[src/rtl/hazard_scoreboard.sv]
// Data-hazard scoreboard for a 5-stage pipeline: tracks EX/MEM/WB destinations,
// raises hazard_stall for RAW dependencies and counts stall cycles.
module hazard_scoreboard #(
  parameter  int CNT_W          = 16,
  // Register-file index width, mirrored from settings.h (4 -> 16 registers).
  localparam int REG_FILE_DEPTH = 4,
  localparam int NUM_REGS       = 1 << REG_FILE_DEPTH
) (
  input  logic                      clk,
  input  logic                      rst,
  input  logic                      forward_en,
  input  logic                      id_valid,
  input  logic [REG_FILE_DEPTH-1:0] id_src1,
  input  logic [REG_FILE_DEPTH-1:0] id_src2,
  input  logic                      id_two_src,
  input  logic                      id_wb_en,
  input  logic [REG_FILE_DEPTH-1:0] id_dest,
  input  logic                      id_mem_read,
  input  logic                      flush,
  input  logic                      mem_ready,
  output logic                      hazard_stall,
  output logic                      freeze,
  output logic [NUM_REGS-1:0]       pending_mask,
  output logic [CNT_W-1:0]          stall_count
);

  typedef struct packed {
    logic                      valid;
    logic [REG_FILE_DEPTH-1:0] dest;
    logic                      is_load;
  } slot_t;

  slot_t ex_q, mem_q, wb_q, ex_d;
  logic  match_ex, match_mem;
  logic [NUM_REGS-1:0] mask_d;

  assign freeze = ~mem_ready;

  // WB is never compared: the register file writes it on the falling edge.
  always_comb begin
    match_ex  = ex_q.valid  && ((id_src1 == ex_q.dest)  || (id_two_src && (id_src2 == ex_q.dest)));
    match_mem = mem_q.valid && ((id_src1 == mem_q.dest) || (id_two_src && (id_src2 == mem_q.dest)));
    hazard_stall = 1'b0;
    if (id_valid && !flush)
      hazard_stall = forward_en ? (match_ex && ex_q.is_load) : (match_ex || match_mem);
  end

  always_comb begin
    ex_d = '0;
    if (!hazard_stall && !flush) begin
      ex_d.valid   = id_valid && id_wb_en;
      ex_d.dest    = id_dest;
      ex_d.is_load = id_mem_read;
    end
  end

  // Mask is built from the post-advance slots so it lands one cycle after the change.
  always_comb begin
    mask_d = '0;
    if (ex_d.valid)  mask_d[ex_d.dest]  = 1'b1;
    if (ex_q.valid)  mask_d[ex_q.dest]  = 1'b1;
    if (mem_q.valid) mask_d[mem_q.dest] = 1'b1;
  end

  always_ff @(posedge clk) begin
    if (rst) begin
      ex_q         <= '0;
      mem_q        <= '0;
      wb_q         <= '0;
      pending_mask <= '0;
      stall_count  <= '0;
    end else if (mem_ready) begin
      ex_q         <= ex_d;
      mem_q        <= ex_q;
      wb_q         <= mem_q;
      pending_mask <= mask_d;
      if (hazard_stall && (stall_count != '1))
        stall_count <= stall_count + CNT_W'(1);
    end
  end

endmodule

[config.mk]
export PLATFORM = sky130hd
export DESIGN_NAME = hazard_scoreboard
export DESIGN_NICKNAME = d
export VERILOG_FILES = /design/src/rtl/hazard_scoreboard.sv
export SDC_FILE = /design/constraint.sdc
export NUM_CORES = 1
export LEC_CHECK = 0
export ABC_AREA = 1
export CAP_MARGIN = 40
export CORE_ASPECT_RATIO = 1.1
export CORE_MARGIN = 4
export CORE_UTILIZATION = 23
export CTS_CLUSTER_SIZE = 28
export DETAILED_ROUTE_END_ITERATION = 10
export PLACE_DENSITY_LB_ADDON = 0.1
export RECOVER_POWER = 100
export REMOVE_ABC_BUFFERS = 1
export SYNTH_ARGS = -nofsm -noshare
export SYNTH_HDL_FRONTEND = slang
export SYNTH_SLANG_ARGS = --single-unit
[constraint.sdc]
create_clock -name clk -period 3.59 [get_ports clk]
set_clock_uncertainty 0.2 [all_clocks]
set_input_delay 0.359 -clock clk [delete_from_list [all_inputs] [get_ports clk]]
set_output_delay 0.359 -clock clk [all_outputs]
set_load 0.005 [all_outputs]
==> metrics.cfg, run 1 <==
[timing]
fin_crit_sh=0.853
period_needed_ns=3.06
whs_ns=0.269
tightestPinTransition_ns=1.15
hold_viol_final=0
setup_viol=0
slew_headroom=0.233
layout_setup_ws_ns=0.527
fmax_mhz=327
rsz0062_at_grt=false
fin_setup_tns_ns=0
slew_violations=0

[placement]
dp_worst_setup_slack_ns=0.703
hpwl_mm=6.34
dp_cells=586
port_buffers=54
placed_cell_area_um2=3320
finalWeightedCongestion=0.894

[pwr]
total_power_mw=1.12
max-vdd-ir-drop_v=0.000154
p_leak_nw=1.38
p_per_area_nw_per_um2=328

[cells_and_area]
area_delta_synth_final_pct=30.5
layout.nets=468
fin_cells=594
drive_gt1_frac=0.0828
postLayoutCellArea_um2=3420
fill_cells=1220
fin_util=0.310
antenna_cells=0

[setup_path]
crit_slowest_cell=clkdlybuf4s50_1
regToRegEndpoint=stall_count[3]$_SDFFE_PP0P_
crit_path_start_kind=primary input
worstPathMaxFanout=13
path_delay_family=buffers and inverters
cp_common_cell=nand2_1
critPathMaxStageDelay_ns=0.53
worstSetupEndpointType=output pin
crit_arrival_ns=2.50
cp_cell_sequence=clkdlybuf4s50_1 > inv_1 > nand2_1 > nand2_1 > nor2_1 > nand2_1 > nand2_1 > nand2_1 > nand2_1 > nand2_1 > inv_2 > clkdlybuf4s50_1
critical_path_required_ns=3.03
worstSetupPathType=in -> out
cp_num_buf_inv=4
r2r_cells=16
reg2reg_setup_slack_ns=0.62
regToRegStartpoint=mem_q[2]$_SDFFE_PP0P_

[synthesis]
synth_most_common_cell=nand2_1
synth-edff-count=0
async_reset_ff_frac=0
syn_inst=397
synth_area_per_cell_um2=6.61
synth_area_um2=2630
ys.flop_type=dfxtp_1
ys_top_cells_by_area=dfxtp_1, nand2_1, a21oi_1, inv_1, o21ai_0
synth.distinct_cells=35
yosysWarnings=0
ys_seq_area_frac=0.328
synth_top_area_frac=0.328
yosys-top-cells-count=nand2_1, inv_1, dfxtp_1
synth_seq_cells=43
synth_area_leader_cell=dfxtp_1

[clocking]
post-cts-setup-buffers=0
cts_buffers=5
cts-root-buf=clkbuf_16
clk_pin_slew_ns=0.07
cts.path.max_buffers=2
worstSkewPairLatency_ns=0.29
post_cts_resized=0
h-tree-depth=2
clock-sinks=43
holdBufCountCts=0
cts_tree=done

[worst_hold_path]
whs_endpoint=ex_q[0]$_SDFFE_PP0P_
hold_class=reg -> reg
hold_path_depth=2
worstHoldStart=ex_q[0]$_SDFFE_PP0P_

[grt]
antenna_found_initial=0
track_usage=0.128
grt_remaining_overflow=0
grt_pass1_vias=2606
grt_pass1_wl_mm=13.3
grt_max_degree=36

[drt]
ant_nets=0
avgRoutedWirePerCell_um=13.8
drtIter0Drc=99
drc_errors=0
first_pass_iters=4
avgViaCountPerCell=4.57
num_vias=2712
wl_mm=8.20

[floorplan]
rows=40
io_pins=55
core_area_um2=11100
die_area_um2=13200
die_w_um=110
start_util=0.237
die_height_um=120

[outcome]
outcome=completed

[job]
max_cap_violations=0

==> cells in the final DEF, fill, tap and decap left out, types with 10 or more instances in the layout <==
cell and count:
dlygate4sd3_1 33, o21ai_0 31, xor2_1 10, nand2_1 91
nand3_1 25, clkdlybuf4s50_1 21, a21oi_1 33, o22ai_1 16
nor2_1 38, dfxtp_1 43, inv_1 44
==> area by class of cell <==
class | instances | area, um2 | area share
Tap cell | 147 | 184 | 0.0537
Inverter | 49 | 185 | 0.0541
Timing Repair Buffer | 58 | 559 | 0.163
Sequential cell | 43 | 861 | 0.251
Clock inverter | 2 | 12.5 | 0.00365
Clock buffer | 6 | 129 | 0.0376
Multi-Input combinational cell | 289 | 1490 | 0.436
==> worst max path at each step <==
stage	from	endpoint	slack, ns	depth (start not counted)
floorplan	stall_count[0]$_SDFFE_PP0P_	stall_count[4]$_SDFFE_PP0P_	1.55	9
global placement	id_src1[1]	hazard_stall	0.70	12
detailed placement	id_src1[1]	hazard_stall	0.70	12
CTS	id_src1[1]	hazard_stall	0.70	12
global route	mem_q[2]$_SDFFE_PP0P_	hazard_stall	0.23	11
finish	id_src1[1]	hazard_stall	0.53	12
==> where the power goes <==
part	leakage [nW]	switching (mW)	total, mW	internal (mW)
sequential	0.351	0.0173	0.511	0.494
clock	0.0669	0.196	0.453	0.257
combinational	0.961	0.0905	0.159	0.0684
total	1.38	0.304	1.12	0.820
==> cells by family (layout without fill, tap and decap cells) <==
family          Yosys count  in the layout  share of synthesized area
fa+ha+maj                 1              1                    0.00477
buf+inv                  65            115                      0.102
flops                    43             43                      0.328
compound gates           91             91                      0.196
xor+xnor                 13             13                     0.0434
simple gates            184            184                      0.326
==> routing by layer <==
metal | part of all wire | GRT usage
met1 | 0.44 | 0.157
met3 | 0.045 | 0.0280
met5 | 0 | 0
met4 | 0.024 | 0.0436
met2 | 0.49 | 0.218
==> tightest hold or removal path, delay by kind of cell, from the launching register on <==
| kind | cells | cell delay (ns) |
|---|---|---|
| AO/OA/AOI/OAI | 1 | 0.05 |
| flip-flops | 1 | 0.31 |
| AND/OR/NAND/NOR | 1 | 0.06 |
==> flip-flops by register name (all words and copies together), names as in the netlist <==
register      flops
ex_q              6
mem_q             5
pending_mask     16
stall_count      16
(Power assumes the default switching activity.)
==> run 2, diff against run 1 <==
Settings changed: CTS_CLUSTER_DIAMETER set to 120.
==> results of run 2 <==
Same layout as run 1: the final DEF is identical, and so are final timing and power.
